<file path="src/rtl/mw_add_seq_if.sv">
// Operand/result stream bundle for the multi-word add sequencer.
// Slave side is the sequencer; master side is the producer/consumer pair.
interface mw_add_seq_if #(
    parameter int MAX_WORDS = 8
);
    localparam int CW = $clog2(MAX_WORDS + 1);

    logic          in_valid;
    logic          in_ready;
    logic [31:0]   in_a;
    logic [31:0]   in_b;
    logic          in_cin;
    logic          in_last;

    logic          out_valid;
    logic          out_ready;
    logic [31:0]   out_sum;
    logic          out_last;
    logic          out_cout;
    logic          out_ovf;
    logic [CW-1:0] out_beats;
    logic          err;

    modport slave (
        input  in_valid, in_a, in_b, in_cin, in_last, out_ready,
        output in_ready, out_valid, out_sum, out_last, out_cout, out_ovf,
               out_beats, err
    );

    modport master (
        output in_valid, in_a, in_b, in_cin, in_last, out_ready,
        input  in_ready, out_valid, out_sum, out_last, out_cout, out_ovf,
               out_beats, err
    );
endinterface

</file>
<file path="src/rtl/mw_add_seq.sv">
// Multi-word adder sequencer: chains carry across 32-bit beats through one ripple adder.
// Latency: 1 cycle (registered result). Backpressure: in_ready = !out_valid || out_ready.
// Upstream must hold a beat stable while in_ready is low; carry/state hold while stalled.

module Full_32bit_Adder (
    output logic [31:0] sum,
    output logic        ca,
    input  logic [31:0] a,
    input  logic [31:0] b,
    input  logic        cin
);
    logic [32:0] c;

    assign c[0] = cin;

    for (genvar i = 0; i < 32; i++) begin : g_fa
        assign sum[i]  = a[i] ^ b[i] ^ c[i];
        assign c[i+1]  = (a[i] & b[i]) | (c[i] & (a[i] ^ b[i]));
    end

    assign ca = c[32];
endmodule

module mw_add_seq #(
    parameter int MAX_WORDS = 8
) (
    input  logic             clk,
    input  logic             rst,
    mw_add_seq_if.slave      bus
);
    localparam int CW = $clog2(MAX_WORDS + 1);

    typedef enum logic {
        IDLE,
        RUN
    } state_t;

    state_t        state_q, state_d;
    logic          c_q, c_d;
    logic [CW-1:0] cnt_q, cnt_d;

    logic          vld_q, vld_d;
    logic [31:0]   sum_q, sum_d;
    logic          last_q, last_d;
    logic          cout_q, cout_d;
    logic          ovf_q, ovf_d;
    logic [CW-1:0] beats_q, beats_d;
    logic          err_q, err_d;

    logic          accept;
    logic          add_cin;
    logic [31:0]   add_sum;
    logic          add_ca;
    logic          c31;
    logic          ovf;
    logic          err_beat;
    logic [CW-1:0] cnt_nxt;

    assign bus.in_ready = !vld_q || bus.out_ready;
    assign accept       = bus.in_valid && bus.in_ready;
    assign add_cin      = (state_q == IDLE) ? bus.in_cin : c_q;

    Full_32bit_Adder u_add (
        .sum (add_sum),
        .ca  (add_ca),
        .a   (bus.in_a),
        .b   (bus.in_b),
        .cin (add_cin)
    );

    // The adder hides its internal carries; recover carry into bit 31 from the sum bit.
    assign c31      = bus.in_a[31] ^ bus.in_b[31] ^ add_sum[31];
    assign ovf      = c31 ^ add_ca;
    assign cnt_nxt  = (state_q == IDLE) ? CW'(1) : cnt_q + CW'(1);
    assign err_beat = (state_q == RUN) && (cnt_q == CW'(MAX_WORDS)) && !bus.in_last;

    always_comb begin
        state_d = state_q;
        c_d     = c_q;
        cnt_d   = cnt_q;
        vld_d   = vld_q;
        sum_d   = sum_q;
        last_d  = last_q;
        cout_d  = cout_q;
        ovf_d   = ovf_q;
        beats_d = beats_q;
        err_d   = err_q;

        if (accept) begin
            c_d     = add_ca;
            cnt_d   = cnt_nxt;
            vld_d   = 1'b1;
            sum_d   = add_sum;
            last_d  = bus.in_last;
            cout_d  = add_ca & bus.in_last;
            ovf_d   = ovf & bus.in_last;
            beats_d = bus.in_last ? cnt_nxt : '0;

            if (err_beat) begin
                err_d   = 1'b1;
                state_d = IDLE;
            end else if (bus.in_last) begin
                state_d = IDLE;
            end else begin
                state_d = RUN;
            end
        end else if (bus.out_ready) begin
            vld_d = 1'b0;
        end
    end

    always_ff @(posedge clk) begin
        if (rst) begin
            state_q <= IDLE;
            c_q     <= 1'b0;
            cnt_q   <= '0;
            vld_q   <= 1'b0;
            sum_q   <= '0;
            last_q  <= 1'b0;
            cout_q  <= 1'b0;
            ovf_q   <= 1'b0;
            beats_q <= '0;
            err_q   <= 1'b0;
        end else begin
            state_q <= state_d;
            c_q     <= c_d;
            cnt_q   <= cnt_d;
            vld_q   <= vld_d;
            sum_q   <= sum_d;
            last_q  <= last_d;
            cout_q  <= cout_d;
            ovf_q   <= ovf_d;
            beats_q <= beats_d;
            err_q   <= err_d;
        end
    end

    assign bus.out_valid = vld_q;
    assign bus.out_sum   = sum_q;
    assign bus.out_last  = last_q;
    assign bus.out_cout  = cout_q;
    assign bus.out_ovf   = ovf_q;
    assign bus.out_beats = beats_q;
    assign bus.err       = err_q;
endmodule
</file>
<file path="src/flat_wrapper.sv">
// flat-port wrapper written by rule: the top's interface ports become plain ports
module mw_add_seq_flat 
#(
    parameter int MAX_WORDS = 8
)
  (clk, rst, bus_in_valid, bus_in_a, bus_in_b, bus_in_cin, bus_in_last, bus_out_ready, bus_in_ready, bus_out_valid, bus_out_sum, bus_out_last, bus_out_cout, bus_out_ovf, bus_out_beats, bus_err);
  mw_add_seq_if #(.MAX_WORDS(MAX_WORDS)) bus_i ();
  input  logic clk;
  input  logic rst;
  input wire logic [$bits(bus_i.in_valid)-1:0] bus_in_valid;
  input wire logic [$bits(bus_i.in_a)-1:0] bus_in_a;
  input wire logic [$bits(bus_i.in_b)-1:0] bus_in_b;
  input wire logic [$bits(bus_i.in_cin)-1:0] bus_in_cin;
  input wire logic [$bits(bus_i.in_last)-1:0] bus_in_last;
  input wire logic [$bits(bus_i.out_ready)-1:0] bus_out_ready;
  output wire logic [$bits(bus_i.in_ready)-1:0] bus_in_ready;
  output wire logic [$bits(bus_i.out_valid)-1:0] bus_out_valid;
  output wire logic [$bits(bus_i.out_sum)-1:0] bus_out_sum;
  output wire logic [$bits(bus_i.out_last)-1:0] bus_out_last;
  output wire logic [$bits(bus_i.out_cout)-1:0] bus_out_cout;
  output wire logic [$bits(bus_i.out_ovf)-1:0] bus_out_ovf;
  output wire logic [$bits(bus_i.out_beats)-1:0] bus_out_beats;
  output wire logic [$bits(bus_i.err)-1:0] bus_err;
  assign bus_i.in_valid = bus_in_valid;
  assign bus_i.in_a = bus_in_a;
  assign bus_i.in_b = bus_in_b;
  assign bus_i.in_cin = bus_in_cin;
  assign bus_i.in_last = bus_in_last;
  assign bus_i.out_ready = bus_out_ready;
  assign bus_in_ready = bus_i.in_ready;
  assign bus_out_valid = bus_i.out_valid;
  assign bus_out_sum = bus_i.out_sum;
  assign bus_out_last = bus_i.out_last;
  assign bus_out_cout = bus_i.out_cout;
  assign bus_out_ovf = bus_i.out_ovf;
  assign bus_out_beats = bus_i.out_beats;
  assign bus_err = bus_i.err;
  mw_add_seq #(.MAX_WORDS(MAX_WORDS)) u_core (.clk(clk), .rst(rst), .bus(bus_i));
endmodule
</file>
<file path="config.mk">
export PLATFORM = sky130hd
export DESIGN_NAME = mw_add_seq_flat
export DESIGN_NICKNAME = d
export VERILOG_FILES = /design/src/rtl/mw_add_seq_if.sv /design/src/rtl/mw_add_seq.sv /design/src/flat_wrapper.sv
export SDC_FILE = /design/constraint.sdc
export NUM_CORES = 1
export LEC_CHECK = 0
export ABC_CLOCK_PERIOD_IN_PS = 33800
export BUFFER_PORTS_ARGS = -buffer_cell sky130_fd_sc_hd__buf_2
export CAP_MARGIN = 10
export CELL_PAD_IN_SITES_DETAIL_PLACEMENT = 0
export CELL_PAD_IN_SITES_GLOBAL_PLACEMENT = 2
export CORE_ASPECT_RATIO = 0.8
export CORE_MARGIN = 1.5
export CORE_UTILIZATION = 30
export DETAILED_ROUTE_END_ITERATION = 16
export PLACE_DENSITY = 0.94
export SETUP_SLACK_MARGIN = 0.05
export SYNTH_ARGS = -nofsm -noshare
export SYNTH_HDL_FRONTEND = slang
export SYNTH_SLANG_ARGS = --single-unit
</file>
<file path="constraint.sdc">
create_clock -name clk -period 33.8 [get_ports clk]
set_input_delay 0 -clock clk [delete_from_list [all_inputs] [get_ports clk]]
set_output_delay 0 -clock clk [all_outputs]
set_load 0.005 [all_outputs]
</file>
==> run_results.csv, run 1 <==
group,metric,value,unit
status,status,"finished clean",
die,dieArea,9310,um2
synthesis,synth.distinct_cells,31,
setup_path,cp.arrival,14.20,ns
setup_path,cp_max_fo,9,
drt,vias,2273,
cells_and_area,antenna_cells,0,
pwr,netSwitchingPower,37.2,uW
clock_network,cts_tree,"done",
synthesis,synth.top_cell.area_share,0.359,
global_route,grt_usage,0.144,
global_route,antenna_found_initial,0,
clock_network,cts.sink_count,47,
drt,first_pass_iters,4,
cells_and_area,drive_gt1_frac,0.350,
setup_path,ff2ff_path_depth,38,
die,row_count,30,
cells_and_area,layout.area.seq,941,um2
pwr,seq_power_share,0.477,
synthesis,netlist_area,2620,um2
setup_path,crit_buf_inv,2,
die,die_y,86.6,um
pwr,intPower,92.4,uW
sta,post-route-period-util,0.413,
placed_design,hpwlAfterDp,4.54,mm
clock_network,cts_buffers,5,
synthesis,synth_edf_count,0,
synthesis,syn_area_per_cell,10.0,um2
clock_network,cts_root_buf,"clkbuf_8",
drt,antenna_left,0,
hold_path,holdPathStages,3,
cells_and_area,nets,460,
sta,fmax,0.0716,GHz
drt,drc_errors,0,
synthesis,ys_top_cells_by_count,"47 x dfxtp_1, 44 x a21oi_1, 39 x o21ai_0",
die,core,8480,um2
pwr,power.share.combinational,0.231,
placed_design,place.gp.congestion,0.709,
drt,wire_per_inst,13.8,um
run,cap_violations,0,
global_route,overflow,0,
hold_path,hold_start,"bus_in_last",
synthesis,synthFlopType,"dfxtp_1",
synthesis,yosys-top-cells-area,"dfxtp_1 36%, fa_1 24%, a21oi_1 8.4%",
clock_network,insertion_delay,0.30,ns
placed_design,port_buffers,111,
synthesis,synth_most_common_cell,"dfxtp_1",
sta,rsz0062_at_grt,"no",
pwr,swShare,0.287,
sta,setup_tns,0,ns
drt,drtIter0Drc,119,
clock_network,cts_buffer_depth,2,
synthesis,synth-seq-cells,47,
sta,setup_viol,0,
synthesis,netlist_instances,262,
setup_path,r2r_start,"u_core.state_q$_SDFFE_PP0P_",
pwr,power_leakage,1.43,nW
placed_design,placed_area,3160,um2
clock_network,cts.clk_slew.worst_paths,0.09,ns
cells_and_area,final_area,3260,um2
cells_and_area,fillerInstances,890,
setup_path,r2r_setup_slack,19.83,ns
sta,finalMaxSlewViolations,0,
sta,finalHoldViolCount,0,
setup_path,slowest_stage,"dfxtp_1",
cells_and_area,multiInputGateArea,1480,um2
pwr,power.share.clock,0.293,
cells_and_area,area_growth,24.3,%
setup_path,required,34.03,ns
clock_network,postCtsSetupBuffers,0,
setup_path,start_kind,"register",
pwr,p_per_area,39.8,nW/um2
pwr,ir_drop,15.6,uV
synthesis,ys_seq_area_frac,0.359,
setup_path,critPathMaxStageDelay,0.49,ns
clock_network,cts-hold-fix-buffers,0,
die,ios,112,
synthesis,synth_top_cell_by_area,"dfxtp_1",
global_route,grt_pass1_wl,10.6,mm
setup_path,cp-end-kind,"register",
die,die_w,107,um
sta,finalCriticalPeriod,13.97,ns
sta,fin_worst_skew,0.00845,ns
synthesis,syn_nets,366,
setup_path,crit_top_cell,"fa_1",
setup_path,worstSetupPathType,"register to register",
sta,relSlewSlack,0.389,
global_route,grt_max_degree,49,
drt,vias_per_cell,4.85,
hold_path,worstHoldEndpoint,"u_core.bus.out_ovf$_SDFFE_PP0P_",
clock_network,cts_resized,0,
sta,worst_pin_slew,0.916,ns
die,start_util,0.309,
clock_network,ctsHtreeMaxLevel,2,
synthesis,synth_warnings,0,
setup_path,r2r_end,"u_core.bus.out_ovf$_SDFFE_PP0P_",
setup_path,critical-path-top-delay-family,"adder cells",
hold_path,hold_path_class,"input port to register",
global_route,grt_pass1_vias,2178,
synthesis,async_flop_share,0,
drt,routed_wl,6.48,mm
==> power by group through the flow <==
stage | clock network [mW] | registers, mW | logic (mW)
floorplan | 0 | 0.0633 | 0.0171
global placement | 0 | 0.0630 | 0.0295
detailed placement | 0 | 0.0631 | 0.0303
CTS | 0.0393 | 0.0618 | 0.0304
global route | 0.0415 | 0.0624 | 0.0348
finish | 0.0379 | 0.0618 | 0.0299
==> cell usage in the layout (no fill, tap or decap), drive strengths merged <==
cell    synthesis  layout
nor4            1       1
ha              2       2
nor2b           3       3
o21ba           1       1
and3            1       1
and2            1       1
dfxtp          47      47
nor3            2       2
a21oi          44      44
nand3          34      34
nand2b          1       1
mux2            1       1
fa             32      32
o21ai          43      43
clkbuf          4       8
nand4           6       6
nand4b          2       2
xor2            2       2
o41ai           1       1
buf            21     112
a311oi          1       1
o31ai           1       1
inv             8       8
nand2           2       2
xnor2           1       1
==> cell families (layout without fill, tap and decap cells) <==
family	count (synthesis)	count (layout)	synth area share
mux	1	1	0.00430
simple gates	53	53	0.115
buf+inv	33	128	0.0755
flops	47	47	0.359
compound gates	91	91	0.182
xor+xnor	3	3	0.0100
fa+ha+maj	34	34	0.254
==> per-stage QoR <==
stage | power, mW | hold WS [ns] | cells | worst slack [ns] | utilization
after global placement | 0.0925 | 0.338 | 461 | 20.07 | 0.372
after floorplan | 0.0803 | 0.154 | 262 | 20.50 | -
after CTS | 0.132 | 0.00913 | 469 | 19.77 | 0.384
final | 0.130 | 0.0204 | 469 | 19.83 | 0.384
after global routing | 0.139 | 0.0291 | 469 | 19.23 | 0.384
after detailed placement | 0.0934 | 0.339 | 461 | 19.78 | 0.372
==> metal layers <==
metal	GRT usage	up-vias	wire (um)
met3	0.0406	4	474
met5	0	-	0
met4	0.0395	0	57
met1	0.183	1097	2880
met2	0.242	77	3060
li1	-	1095	-
==> layout make-up <==
class,count,area share
repair buffers,112,0.173
inverters,8,0.00922
clock buffers,8,0.0307
flip-flops and latches,47,0.289
well taps,112,0.0430
multi-input cells,182,0.455
==> state kept, by name, summed over array words and instances, names as in the netlist <==
register	cells
u_core.bus.out_ovf	1
u_core.bus.out_cout	1
u_core.cnt_q	4
u_core.bus.out_last	1
u_core.bus.out_beats	4
u_core.c_q	1
u_core.state_q	1
u_core.bus.out_sum	32
u_core.bus.err	1
u_core.bus.out_valid	1
==> worst register-to-register path, delay by kind of cell (launching register included) <==
family | cells | cell delay (ns)
xor+xnor | 1 | 0.18
mux | 1 | 0.39
compound gates | 1 | 0.17
simple gates | 1 | 0.10
buf+inv | 2 | 0.15
flops | 1 | 0.49
fa+ha+maj | 32 | 12.42
==> worst max path at each step <==
stage | end | slack [ns] | from | depth (start not counted)
floorplan | u_core.bus.out_ovf$_SDFFE_PP0P_ | 20.50 | u_core.state_q$_SDFFE_PP0P_ | 39
global placement | u_core.bus.out_ovf$_SDFFE_PP0P_ | 20.07 | u_core.state_q$_SDFFE_PP0P_ | 38
detailed placement | u_core.bus.out_ovf$_SDFFE_PP0P_ | 19.78 | u_core.state_q$_SDFFE_PP0P_ | 38
CTS | u_core.bus.out_ovf$_SDFFE_PP0P_ | 19.77 | u_core.state_q$_SDFFE_PP0P_ | 38
global route | u_core.bus.out_ovf$_SDFFE_PP0P_ | 19.23 | u_core.state_q$_SDFFE_PP0P_ | 38
finish | u_core.bus.out_ovf$_SDFFE_PP0P_ | 19.83 | u_core.state_q$_SDFFE_PP0P_ | 38
Power figures use the tool's default switching activity.
==> run 2: changes to the inputs <==
--- a/config.mk
+++ b/config.mk
@@ -5,16 +5,17 @@
 export SDC_FILE = /design/constraint.sdc
 export NUM_CORES = 1
 export LEC_CHECK = 0
-export ABC_CLOCK_PERIOD_IN_PS = 33800
+export ABC_AREA = 1
+export ABC_CLOCK_PERIOD_IN_PS = 11300
 export BUFFER_PORTS_ARGS = -buffer_cell sky130_fd_sc_hd__buf_2
 export CAP_MARGIN = 10
 export CELL_PAD_IN_SITES_DETAIL_PLACEMENT = 0
 export CELL_PAD_IN_SITES_GLOBAL_PLACEMENT = 2
 export CORE_ASPECT_RATIO = 0.8
 export CORE_MARGIN = 1.5
-export CORE_UTILIZATION = 30
+export CORE_UTILIZATION = 24
 export DETAILED_ROUTE_END_ITERATION = 16
-export PLACE_DENSITY = 0.94
+export PLACE_DENSITY = 0.86
 export SETUP_SLACK_MARGIN = 0.05
 export SYNTH_ARGS = -nofsm -noshare
 export SYNTH_HDL_FRONTEND = slang
==> constraint.sdc (replaced) <==
create_clock -name clk -period 11.3 [get_ports clk]
set_input_delay 0 -clock clk [delete_from_list [all_inputs] [get_ports clk]]
set_output_delay 0 -clock clk [all_outputs]
set_load 0.005 [all_outputs]
==> run_results.csv, run 2 <==
group,metric,value,unit
die,row_count,32,
drt,antenna_left,0,
pwr,p_total,429,uW
clock_network,insertion_delay,0.28,ns
synthesis,synth_top_cell_by_area,"dfxtp_1",
synthesis,syn_area_per_cell,9.03,um2
synthesis,yosys-top-cells-area,"dfxtp_1 38%, fa_1 26%, nor2_1 12%",
clock_network,cts_buffers,5,
synthesis,synth-seq-cells,47,
sta,finalMaxSlewViolations,0,
sta,fmax,0.0838,GHz
die,core,9810,um2
cells_and_area,fillerInstances,1037,
clock_network,cts.sink_count,47,
setup_path,critical-path-top-delay-family,"adder cells",
cells_and_area,antenna_cells,0,
global_route,grt_pass1_wl,9.78,mm
sta,worst_pin_slew,0.590,ns
sta,fin_worst_skew,0.00445,ns
pwr,swShare,0.284,
drt,routed_wl,6.02,mm
global_route,grt_pass1_vias,2133,
cells_and_area,nets,486,
cells_and_area,area_growth,37.0,%
sta,rsz0062_at_grt,"yes",
pwr,netSwitchingPower,122,uW
drt,drtIter0Drc,43,
clock_network,cts-hold-fix-buffers,0,
setup_path,cp_max_fo,3,
die,ios,112,
cells_and_area,largest_register_ff_count,32,
setup_path,slowest_stage,"dfxtp_4",
placed_design,dpl_worst_slack,-0.734,ns
cells_and_area,layout_commonest_cell,"buf_2",
run,cap_violations,0,
global_route,overflow,0,
sta,finalCriticalPeriod,11.94,ns
hold_path,hold_path_class,"input port to register",
setup_path,crit_top_cell,"fa_2",
setup_path,start_kind,"register",
die,die_w,116,um
pwr,ir_drop,51.2,uV
synthesis,synth_most_common_cell,"nor2_1",
drt,vias_per_cell,4.02,
sta,post-route-period-util,1.06,
drt,wire_per_inst,11.6,um
setup_path,critPathMaxStageDelay,0.36,ns
die,start_util,0.250,
drt,wl_met1,2.86,mm
pwr,power.share.clock,0.339,
status,failed_checks,"negative setup slack",
clock_network,ctsHtreeMaxLevel,2,
synthesis,synthFlopType,"dfxtp_1",
placed_design,placed_area,3200,um2
synthesis,synth.distinct_cells,20,
synthesis,synth_warnings,0,
pwr,power_leakage,1.54,nW
sta,timing.hold.ws,0.0166,ns
cells_and_area,mostFrequentLayoutCells,"111 x buf_2, 78 x nor2_1, 45 x dfxtp_1",
placed_design,place.gp.congestion,0.762,
setup_path,cp.arrival,12.12,ns
synthesis,ys_seq_area_frac,0.383,
drt,wl_met3,514,um
sta,relSlewSlack,0.606,
clock_network,cts_root_buf,"clkbuf_16",
sta,setup_slack,-0.640,ns
global_route,antenna_found_initial,0,
setup_path,cp-end-kind,"register",
pwr,seq_power_share,0.439,
drt,drc_errors,0,
pwr,p_per_area,128,nW/um2
pwr,power.share.combinational,0.222,
synthesis,synth_edf_count,0,
drt,vias,2084,
setup_path,worstSetupPathType,"register to register",
placed_design,hpwlAfterDp,4.60,mm
synthesis,ys_top_cells_by_count,"78 x nor2_1, 47 x dfxtp_1, 32 x fa_1, 32 x o21ai_0, 28 x nand2_1",
die,dieArea,10800,um2
drt,first_pass_iters,4,
setup_path,required,11.47,ns
synthesis,netlist_instances,272,
clock_network,cts_buffer_depth,2,
synthesis,synth.top_cell.area_share,0.383,
drt,highest_layer,"met4",
synthesis,async_flop_share,0,
synthesis,netlist_area,2450,um2
die,die_y,93.5,um
cells_and_area,drive_gt1_frac,0.441,
drt,route.met2.wl,2.61,mm
pwr,intPower,307,uW
clock_network,cts_tree,"done",
cells_and_area,final_area,3360,um2
status,status,"finished with violations",
clock_network,cts.clk_slew.worst_paths,0.07,ns
synthesis,syn_nets,376,
sta,setup_viol,5,
global_route,grt_usage,0.115,
global_route,grt_max_degree,46,
sta,finalHoldViolCount,0,
placed_design,port_buffers,111,
setup_path,crit_buf_inv,4,
==> run 2: per-stage QoR <==
step,setup TNS (ns),cells,util
after global placement,-2.55,510,0.327
after detailed placement,-3.20,510,0.327
final,-2.70,519,0.343
after global routing,-4.64,519,0.343
after CTS,-2.97,519,0.342
after floorplan,-1.33,272,-
==> run 2: cell type report <==
cell class	count	area (um2)	area share
well taps	136	170	0.0506
multi-input cells	195	1450	0.431
inverters	18	72.6	0.0216
clock buffers	6	129	0.0383
flip-flops and latches	47	946	0.281
clock inverters	2	11.3	0.00335
repair buffers	115	586	0.174
==> run 2: kinds of logic (layout without fill, tap and decap cells) <==
group                      after synthesis  in the layout  share of synthesized area
AOI/OAI and AO/OA                       44             44                     0.0897
buffers and inverters                   30            141                     0.0637
DFF                                     47             47                      0.383
and+or+nand+nor                        117            117                      0.192
adders and majority gates               34             34                      0.271
==> run 2: final timing paths <==
| kind | startpoint | slack [ns] | cells after the start | end |
|---|---|---|---|---|
| max | u_core.state_q$_SDFFE_PP0P_ | -0.64 | 43 | u_core.bus.out_ovf$_SDFFE_PP0P_ |
| min reg2reg | u_core.bus.err$_SDFFE_PP0P_ | 0.45 | 2 | u_core.bus.err$_SDFFE_PP0P_ |
| min | rst | 0.02 | 2 | u_core.c_q$_SDFFE_PP0P_ |
| max reg2reg | u_core.state_q$_SDFFE_PP0P_ | -0.64 | 43 | u_core.bus.out_ovf$_SDFFE_PP0P_ |
==> run 2: metal layers <==
| metal | vias up | track usage |
|---|---|---|
| met4 | 0 | 0.0213 |
| met2 | 67 | 0.183 |
| met5 | - | 0 |
| met1 | 948 | 0.149 |
| met3 | 5 | 0.0428 |
| li1 | 1064 | - |
==> run 2: timing repair <==
item / in CTS / in global routing
gates resized for setup: 5 / 1
endpoints found under the setup margin: 6 / 6
setup buffers: 1 / 0
pin swaps: 4 / 2
==> run 2: power groups by stage <==
stage | Combinational (mW) | Clock [mW] | Sequential (mW)
4_1_cts | 0.0977 | 0.151 | 0.189
5_1_grt | 0.113 | 0.158 | 0.190
3_5_place_dp | 0.0961 | 0 | 0.192
3_3_place_gp | 0.0961 | 0 | 0.192
2_1_floorplan | 0.0512 | 0 | 0.193
6_report | 0.0954 | 0.145 | 0.189
==> run 3: changes to the inputs <==
--- a/config.mk
+++ b/config.mk
@@ -15,6 +15,7 @@
 export CORE_MARGIN = 1.5
 export CORE_UTILIZATION = 24
 export DETAILED_ROUTE_END_ITERATION = 16
+export HOLD_SLACK_MARGIN = 0.03
 export PLACE_DENSITY = 0.86
 export SETUP_SLACK_MARGIN = 0.05
 export SYNTH_ARGS = -nofsm -noshare
==> run_results.csv, run 3 (synthesized netlist as in run 2, its figures left out) <==
group,metric,value,unit
status,status,"finished with violations",
status,failed_checks,"negative setup slack",
sta,post-route-period-util,1.06,
drt,drtIter0Drc,50,
setup_path,start_kind,"register",
die,start_util,0.250,
clock_network,insertion_delay,0.28,ns
drt,routed_wl,6.09,mm
clock_network,ctsHtreeMaxLevel,2,
setup_path,cp_max_fo,3,
setup_path,ff2ff_path_depth,43,
drt,antenna_left,0,
pwr,p_per_area,125,nW/um2
drt,vias_per_cell,4.03,
die,dieArea,10800,um2
setup_path,worstSetupPathType,"register to register",
drt,drc_errors,0,
pwr,ir_drop,50.4,uV
setup_path,critPathMaxStageDelay,0.36,ns
sta,finalCriticalPeriod,11.94,ns
clock_network,cts_buffers,5,
die,die_y,93.5,um
clock_network,cts_tree,"done",
die,row_count,32,
global_route,grt_max_degree,46,
run,cap_violations,0,
clock_network,cts.clk_slew.worst_paths,0.06,ns
cells_and_area,nets,494,
sta,rsz0062_at_grt,"yes",
cells_and_area,layout_commonest_cell,"buf_2",
die,ios,112,
setup_path,crit_top_cell,"fa_2",
setup_path,r2r_start,"u_core.state_q$_SDFFE_PP0P_",
sta,relSlewSlack,0.609,
sta,finalMaxSlewViolations,0,
cells_and_area,area_growth,40.3,%
hold_path,holdPathStages,4,
hold_path,hold_start,"bus_in_valid",
setup_path,cp.arrival,12.11,ns
hold_path,hold_path_class,"input port to register",
placed_design,hpwlAfterDp,4.60,mm
sta,worst_pin_slew,0.585,ns
sta,fmax,0.0838,GHz
global_route,antenna_found_initial,0,
cells_and_area,drive_gt1_frac,0.432,
global_route,overflow,0,
setup_path,required,11.48,ns
setup_path,slowest_stage,"dfxtp_4",
sta,setup_viol,5,
die,die_w,116,um
cells_and_area,antenna_cells,0,
sta,fin_worst_skew,0.00400,ns
drt,first_pass_iters,4,
die,core,9810,um2
setup_path,crit_start,"u_core.state_q$_SDFFE_PP0P_",
placed_design,port_buffers,111,
sta,timing.hold.ws,0.134,ns
cells_and_area,mostFrequentLayoutCells,"111 x buf_2, 78 x nor2_1, 45 x dfxtp_1",
setup_path,cp-end-kind,"register",
clock_network,cts_buffer_depth,2,
drt,wire_per_inst,11.6,um
sta,finalHoldViolCount,0,
cells_and_area,largest_register_ff_count,32,
clock_network,cts.sink_count,47,
placed_design,place.gp.congestion,0.762,
cells_and_area,fillerInstances,1037,
drt,vias,2126,
placed_design,dpl_worst_slack,-0.734,ns
pwr,power_leakage,1.58,nW
clock_network,cts_root_buf,"clkbuf_16",
sta,setup_slack,-0.636,ns
global_route,grt_pass1_vias,2168,
global_route,grt_usage,0.116,
global_route,grt_pass1_wl,9.89,mm
[run 3: area by class of cell]
type,instances,area (um2),area share
repair buffers,123,666,0.193
well taps,136,170,0.0494
clock inverters,2,11.3,0.00327
flip-flops and latches,47,946,0.275
clock buffers,6,129,0.0374
inverters,18,72.6,0.0211
multi-input cells,195,1450,0.421
[run 3: where the power goes]
group	switching [mW]	internal (mW)
registers	0.00804	0.181
logic	0.0509	0.0465
clock network	0.0626	0.0819
[run 3: timing repair]
item                                   CTS  global route
pin swaps                                4             2
gates cloned                             0             0
buffers inserted                         1             0
hold buffers                             8             0
endpoints found under the hold margin    8             0
gates resized for setup                  5             1
setup endpoints to repair                6             6
[run 3: path summary, 6_finish.rpt]
kind                                                        endpoint  slack [ns]
worst max-delay path                 u_core.bus.out_ovf$_SDFFE_PP0P_       -0.64
worst min register to register  u_core.bus.out_beats[1]$_SDFFE_PP0P_        0.46
worst min-delay path            u_core.bus.out_beats[3]$_SDFFE_PP0P_        0.13
worst max register to register       u_core.bus.out_ovf$_SDFFE_PP0P_       -0.64
[run 3: stage by stage]
step | instances | TNS (ns) | power, mW | util | cell area, um2
after floorplan | 272 | -1.33 | 0.244 | - | 2540
after global placement | 510 | -2.55 | 0.288 | 0.327 | 3200
after detailed placement | 510 | -3.20 | 0.288 | 0.327 | 3200
after CTS | 527 | -2.95 | 0.439 | 0.351 | 3440
after global routing | 527 | -4.63 | 0.463 | 0.351 | 3440
final | 527 | -2.69 | 0.430 | 0.351 | 3440
[run 3: worst max-delay path, delay by kind of cell, from the launching register on]
kind | cells | cell delay [ns]
simple gates | 7 | 0.37
flops | 1 | 0.36
buf+inv | 4 | 0.21
fa+ha+maj | 32 | 10.87
[run 3: layer usage]
| layer | routed length (um) | up-vias | GRT usage |
|---|---|---|---|
| li1 | - | 1078 | - |
| met1 | 2870 | 969 | 0.151 |
| met2 | 2630 | 74 | 0.185 |
| met3 | 560 | 5 | 0.0428 |
| met4 | 34 | 0 | 0.0213 |
| met5 | 0 | - | 0 |
